File: src/rtl/div_result_buffer.sv
// Result FIFO behind the pipelined divider: captures {quotient, div_by_zero}
// on data_valid, presents it on valid/ready, and grants issue credits.
module div_result_buffer #(
    parameter int BITS      = 8,
    parameter int DEPTH     = 4,
    parameter int ADDR_BITS = 2
) (
    input  logic                 clk,
    input  logic                 reset,
    input  logic                 issue,
    output logic                 issue_ok,
    input  logic                 in_valid,
    input  logic [BITS-1:0]      in_quotient,
    input  logic                 in_div_by_zero,
    output logic                 out_valid,
    input  logic                 out_ready,
    output logic [BITS-1:0]      out_quotient,
    output logic                 out_div_by_zero,
    output logic [ADDR_BITS:0]   count,
    output logic                 full,
    output logic                 overflow
);

    localparam int                 ENTRY_W = BITS + 1;
    localparam logic [ADDR_BITS:0] DEPTH_C = (ADDR_BITS + 1)'(DEPTH);

    logic [ENTRY_W-1:0]   mem [DEPTH];
    logic [ADDR_BITS-1:0] wr_ptr;
    logic [ADDR_BITS-1:0] rd_ptr;
    logic [ADDR_BITS:0]   count_q;
    logic [ADDR_BITS:0]   in_flight;
    logic [ADDR_BITS:0]   occupancy;
    logic                 push;
    logic                 pop;
    logic                 credit_take;

    // Status and head data are pure functions of registered state, so there
    // is no combinational path from issue/in_valid/out_ready to any output.
    assign count     = count_q;
    assign out_valid = (count_q != '0);
    assign full      = (count_q == DEPTH_C);
    assign occupancy = count_q + in_flight;
    assign issue_ok  = (occupancy < DEPTH_C);

    assign {out_quotient, out_div_by_zero} = mem[rd_ptr];

    assign pop         = out_valid & out_ready;
    assign push        = in_valid & (~full | pop);
    assign credit_take = issue & issue_ok;

    // NOTE: sequential state uses non-blocking assignments so every register
    // samples pre-edge values; blocking here would create order-dependent races.
    always_ff @(posedge clk) begin
        if (reset) begin
            wr_ptr    <= '0;
            rd_ptr    <= '0;
            count_q   <= '0;
            in_flight <= '0;
            overflow  <= 1'b0;
            // NOTE: storage is cleared on reset because out_quotient and
            // out_div_by_zero read it directly and must be 0 out of reset.
            for (int i = 0; i < DEPTH; i++) begin
                mem[i] <= '0;
            end
        end else begin
            // When full, a simultaneous pop reads the head before this write
            // overwrites the same slot, so push+pop at full is safe.
            if (push) begin
                mem[wr_ptr] <= {in_quotient, in_div_by_zero};
                wr_ptr      <= wr_ptr + 1'b1;
            end
            if (pop) begin
                rd_ptr <= rd_ptr + 1'b1;
            end

            case ({push, pop})
                2'b10:   count_q <= count_q + 1'b1;
                2'b01:   count_q <= count_q - 1'b1;
                default: count_q <= count_q;
            endcase

            if (in_valid & full & ~pop) begin
                overflow <= 1'b1;
            end

            // A result arriving with nothing in flight is still accepted;
            // the credit counter simply saturates at zero.
            if (credit_take & ~in_valid) begin
                in_flight <= in_flight + 1'b1;
            end else if (~credit_take & in_valid & (in_flight != '0)) begin
                in_flight <= in_flight - 1'b1;
            end
        end
    end

endmodule
File: config.mk
export PLATFORM = sky130hd
export DESIGN_NAME = div_result_buffer
export DESIGN_NICKNAME = d
export VERILOG_FILES = /design/src/rtl/div_result_buffer.sv
export SDC_FILE = /design/constraint.sdc
export NUM_CORES = 1
export LEC_CHECK = 0
export CAP_MARGIN = 10
export CORE_UTILIZATION = 30
export CTS_CLUSTER_SIZE = 40
export DETAILED_ROUTE_END_ITERATION = 16
export GPL_ROUTABILITY_DRIVEN = 0
export PLACE_DENSITY = 0.47
export SLEW_MARGIN = 10
export SYNTH_ARGS = -nofsm -noshare
export SYNTH_HDL_FRONTEND = slang
export SYNTH_SLANG_ARGS = --single-unit
File: constraint.sdc
create_clock -name clk -period 2.9 [get_ports clk]
set_input_delay 0.29 -clock clk [delete_from_list [all_inputs] [get_ports clk]]
set_output_delay 0.29 -clock clk [all_outputs]
set_load 0.02 [all_outputs]
Yosys cells after proc, flatten, opt, wreduce, memory -nomap -nowiden

Memory sizes are Yosys's and may differ from the RTL's. A register that Yosys moved wholly into a read port is not among the register bits.
Cells that the tools add are included.

Register bits: 11
Bits in writable memories: 36
Input bits: 14
Output and inout port bits: 16
Word-level logic and storage cells: 48
Memories: 1

Add/sub/neg operators: 7
Magnitude comparators: 1
Eq/ne operators: 3
Mux-type cells: 13
Bitwise operators: 13
Reduce and logical (&&, ||, !) cells: 5

Memories:

| memory | words | bits a word | read ports | clocked after memory_dff | wr ports | RTL line | RTL |
|---|---|---|---|---|---|---|---|
| mem    | 4     | 9           | 1          | 1                        | 4        | 27       | `logic [ENTRY_W-1:0] mem [DEPTH];` |

Operators by type and width:

| cell                  | count |
|---|---|
| $mux W9               | 1 |
| $reduce_or A9 Y1      | 1 |
| $and A1 B1 Y1         | 8 |
| $add A3 B1 Y3 const B | 2 |
| $mux W1               | 6 |
| $mux W2               | 3 |
| $mux W3               | 2 |
| $pmux W3 S2           | 1 |
| $reduce_bool A3 Y1    | 2 |
| $sub A3 B1 Y3 const B | 2 |
| $add A2 B1 Y2 const B | 2 |
| $not A1 Y1            | 4 |
| $reduce_bool A2 Y1    | 2 |
| $add A3 B3 Y3         | 1 |
| $eq A3 B3 Y1 const B  | 1 |
| $lt A3 B3 Y1 const B  | 1 |
| $eq A2 B1 Y1 const B  | 1 |
| $eq A2 B2 Y1 const B  | 1 |
| $or A1 B1 Y1          | 1 |

Logic depth before layout (Yosys ltp)

Gate-level depths: netlist of the first run.

Depth in word-level cells: 9
Mapped depth: 9
Gate-level depth less buffers: 9

Worst setup path before layout of the first run

OpenSTA, ideal clock, no wires.

Path kind: register to register
From: register count_q[1], in the netlist count[1]
To: register in_flight[2]
Arrival time: 2.550 ns
Data required time: 2.812 ns
Path slack: 0.262 ns
Stages on the path, launching flop included: 10
Clock period less this slack: 2.638 ns
Cell sequence: dfxtp_1 > ha_1 > a31oi_1 > xnor2_1 > and3b_2 > inv_1 > fa_1 > nor2_1 > nand3_1 > a311oi_2

Longest elaborated chain between the ends: 7
Elaborated cells on any way between the ends: 9
Classes of those cells: 1 x add/sub; 1 x order compare; 1 x mux; 5 x bitwise; 1 x reduce/logical

Ends and longest elaborated chain:

| what                         | RTL line | RTL |
|---|---|---|
| from (decl)                  | 30       | `logic [ADDR_BITS:0] count_q;` |
| from (signal assigned)       | 77       | `2'b10: count_q <= count_q + 1'b1;` |
| from (signal assigned)       | 78       | `2'b01: count_q <= count_q - 1'b1;` |
| from (signal assigned)       | 79       | `default: count_q <= count_q;` |
| $add A3 B3 Y3 *              | 42       | `assign occupancy = count_q + in_flight;` |
| $lt A3 B3 Y1 *               | 43       | `assign issue_ok = (occupancy < DEPTH_C);` |
| via issue_ok                 | 11       | `output logic issue_ok,` |
| $and A1 B1 Y1 *              | 49       | `assign credit_take = issue & issue_ok;` |
| $not A1 Y1                   | 90       | `end else if (~credit_take & in_valid & (in_flight != '0)) begin` |
| $and A1 B1 Y1 (2 in a row)   | 90       |  |
| $reduce_bool A2 Y1 (no line) | n/a      |  |
| to (signal assigned)         | 89       | `in_flight <= in_flight + 1'b1;` |
| to (signal assigned)         | 91       | `in_flight <= in_flight - 1'b1;` |
| to (decl)                    | 31       | `logic [ADDR_BITS:0] in_flight;` |

Mark *: on every way through the listed nets, which the timed path passes. The rest lies on a longest branch.
A chain may end at the register's enable or synchronous reset.

Worst setup path after layout of the first run

From: register count_q[1], in the netlist count[1]
To: register in_flight[2]

Longest elaborated chain between the ends: 7
Elaborated cells on any way between the ends: 9
Classes of those cells: 1 x add/sub; 1 x order compare; 1 x mux; 5 x bitwise; 1 x reduce/logical

Ends and longest elaborated chain:

| what                         | RTL line |
|---|---|
| $add A3 B3 Y3 *              | 42 |
| $lt A3 B3 Y1 *               | 43 |
| $and A1 B1 Y1 *              | 49 |
| $not A1 Y1                   | 90 |
| $and A1 B1 Y1 (2 in a row)   | 90 |
| $reduce_bool A2 Y1 (no line) | n/a |

Mark *: on every way between the ends. The rest lies on a longest branch, timed or not.

==> results of run 1 <==
per-stage QoR:
step                      instances  util [%]  setup WS, ns  power, mW
after global routing            318      38.8         0.211       2.21
after CTS                       318      38.8         0.413       2.13
after detailed placement        310      37.3         0.452       1.64
after global placement          310      37.3         0.527       1.64
after floorplan                 182         -         0.262       1.38
final                           318      38.8         0.407       2.09
flip-flops by register name, summed over array words and instances, names as in the netlist, named ones only:
| name | flops |
|---|---|
| count | 3 |
| wr_ptr | 2 |
| mem | 36 |
| in_flight | 3 |
| overflow | 1 |
| rd_ptr | 2 |
cells in the mapped netlist (2+ instances only):
library cell	count	area, um2
and2_1	9	56.3
inv_1	13	48.8
fa_1	2	40.0
o21ai_0	4	20.0
nor3b_4	2	37.5
buf_2	2	10.0
a21oi_1	3	15.0
nand2b_1	5	31.3
o31ai_1	2	15.0
nand3_1	2	10.0
edfxtp_1	36	1080
mux4_2	9	203
o21bai_1	2	15.0
dfxtp_1	13	260
clkbuf_1	3	11.3
buf_1	3	11.3
nor2_1	28	105
nand3b_1	3	22.5
nor2b_1	3	18.8
nand2_1	13	48.8
xor2_1	2	17.5
a211oi_1	2	15.0
mux2i_1	2	20.0
xnor2_1	8	70.1
cell usage in the layout (no fill, tap or decap), types with 2 or more instances in the layout:
cell type	instances
edfxtp_1	36
clkdlybuf4s50_1	29
nor2_1	28
inv_1	13
nand2_1	13
dfxtp_1	13
mux4_2	9
and2_1	9
xnor2_1	8
buf_4	8
nand2b_1	5
clkbuf_8	5
o21ai_0	4
nor2b_1	3
a21oi_1	3
nand3b_1	3
nor3b_4	2
o21bai_1	2
xor2_1	2
o31ai_1	2
nand3_1	2
mux2i_1	2
a211oi_1	2
fa_1	2
logic make-up (layout without fill, tap and decap cells):
kind of cell	after synthesis	count (layout)	share of synthesized area, %
mux	11	11	9.71
simple gates	71	71	17.0
fa+ha+maj	3	3	2.29
flops	49	49	58.5
buf+inv	21	58	3.54
compound gates	17	17	5.23
xor+xnor	10	10	3.82
path summary, 6_finish.rpt:
check / cells after the start / slack [ns] / to / startpoint
max: 9 / 0.41 / in_flight[2] / count[1]
min: 2 / 0.48 / overflow / overflow
min reg2reg: 2 / 0.48 / overflow / overflow
max reg2reg: 9 / 0.41 / in_flight[2] / count[1]
tightest hold or removal path, cell delays in order (launching register included):
cell and delay (ns):
dfxtp_1 0.34, a21oi_1 0.04, nor2_1 0.07
layer usage:
| layer | global-route usage [%] | up-vias | wire length [um] |
|---|---|---|---|
| met5 | 0 | - | 0 |
| met4 | 3.90 | 0 | 52 |
| met3 | 3.42 | 4 | 181 |
| met2 | 21.3 | 27 | 2110 |
| met1 | 15.3 | 684 | 2160 |
| li1 | - | 707 | - |
power breakdown:
part | internal (mW) | leakage, nW | switching (mW)
Clock | 0.255 | 0.0528 | 0.227
Combinational | 0.351 | 0.508 | 0.322
Sequential | 0.842 | 0.481 | 0.0947
Total | 1.45 | 1.04 | 0.644
layout make-up:
class                           instances  area, um2
Multi-Input combinational cell        112        872
Inverter                               13       48.8
Clock buffer                            6       72.6
Sequential cell                        49       1340
Clock inverter                          2       33.8
Fill cell                             715       4490
Tap cell                               99        124
Timing Repair Buffer                   37        350
==> results.py, run 1 <==
metrics = {
    "outcome": {
        "outcome": "finished clean",
    },
    "setup_path": {
        "worst-setup-path-type": "reg -> reg",
        "endpoint_kind": "flop",
        "worst_path_dominant_cell_family": "adder cells",
        "critical_path_arrival_ns": 2.71,
        "critPathRequiredTime_ns": 3.11,
        "path_max_fanout": 7,
        "worstPathCellList": "ha_1, a31oi_1, xnor2_1, and3b_2, inv_1, fa_1, nor2_1, nand3_1, a311oi_2",
        "startpoint_type": "flop",
        "cp.buffers_inverters": 1,
        "cpMaxStageDelayCell": "dfxtp_1",
        "highest_cell_delay_on_the_worst_timing_path_ns": 0.49,
    },
    "synth": {
        "synth.yosys.seq_area_share_pct": 58.5,
        "ys_seq_elements": 49,
        "syn_nets": 199,
        "mappedNetlistArea_mm2": 0.00229,
        "synthesis.instances": 182,
        "postSynth.asyncResetShare_pct": 0,
        "yosysWarnings": 0,
        "synth-main-ff-cell": "edfxtp_1",
        "synth-edff-count": 36,
        "synth.distinct_cells": 35,
        "syn_area_per_cell_um2": 12.6,
    },
    "timing": {
        "slew-limit-headroom_pct": 67.3,
        "finalHoldWorstSlack_ns": 0.484,
        "timing.clock.skew_ns": 0.00798,
        "final_sum_of_negative_setup_slack_ns": 0,
        "final_hold_viol_count": 0,
        "max_slew.worst_pin.slew_ns": 0.491,
        "setup-violations-final": 0,
        "final_min_period_over_clock_period_pct": 86.0,
        "grt_setup_unrepaired": "false",
        "maxClockFrequency_mhz": 401,
        "final_max_slew_viol_count": 0,
        "layout_min_cycle_time_ns": 2.49,
    },
    "grt": {
        "grt_max_degree": 18,
        "first_global_vias": 1397,
        "grtUsageTotal_pct": 12.5,
        "grt_pass1_wl_mm": 7.15,
        "grt_antenna_before_repair": 0,
        "grt.overflow.total": 0,
    },
    "clocking": {
        "clock_latency_ns": 0.30,
        "clock_tree.root_cell": "clkbuf_8",
        "cts.sink_count": 49,
        "cts_inserted_buffers": 5,
        "cts_setup_buffers": 0,
        "ctsHoldBuffers": 0,
        "post_cts_resize_count": 0,
        "cts.clk_slew.worst_paths_ns": 0.09,
        "ctsLongestPathBuffers": 2,
        "cts_max_level": 2,
        "cts_tree": "done",
    },
    "floorplan": {
        "die_x_um": 89.5,
        "core_area_mm2": 0.00733,
        "ios": 30,
        "placementRows": 31,
        "die-height_um": 89.5,
        "start_util_pct": 31.3,
        "die_area_mm2": 0.00800,
    },
    "drt": {
        "total_drc_errors_in_the_routed_layout": 0,
        "num_vias": 1422,
        "ant_nets": 0,
        "routedWlPerCell_um": 14.2,
        "drt_iter0_markers": 75,
        "detail_route.vias_per_cell": 4.47,
        "postRouteWirelength_mm": 4.51,
        "dr.pass1.iters": 4,
    },
    "final_layout": {
        "final_layout_size_suffix_gt1_share_pct": 14.6,
        "num-nets-final": 235,
        "layout-area-overhead-vs-synth_pct": 23.9,
        "stdcell_area_mm2": 0.00284,
        "ant_diodes": 0,
    },
    "worst_hold_path": {
        "hold_path.class": "reg -> reg",
    },
    "power": {
        "leakage_nw": 1.04,
        "powerDensity_mw_per_mm2": 736,
        "ir_drop_uv": 308,
    },
    "place": {
        "dp_hpwl_mm": 2.97,
        "placed_cell_area_mm2": 0.00274,
        "numPortBuffers": 29,
    },
    "flow_run": {
        "max-cap-violations": 0,
    },
}
Note: power is estimated with default switching activity, not from simulation.
==> inputs of run 2 (changes only) <==
--- a/config.mk
+++ b/config.mk
@@ -11,6 +11,7 @@
 export DETAILED_ROUTE_END_ITERATION = 16
 export GPL_ROUTABILITY_DRIVEN = 0
 export PLACE_DENSITY = 0.47
+export SETUP_SLACK_MARGIN = 0.15
 export SLEW_MARGIN = 10
 export SYNTH_ARGS = -nofsm -noshare
 export SYNTH_HDL_FRONTEND = slang
==> results of run 2 <==
The final DEF is identical to that of run 1; final timing and power are the same.
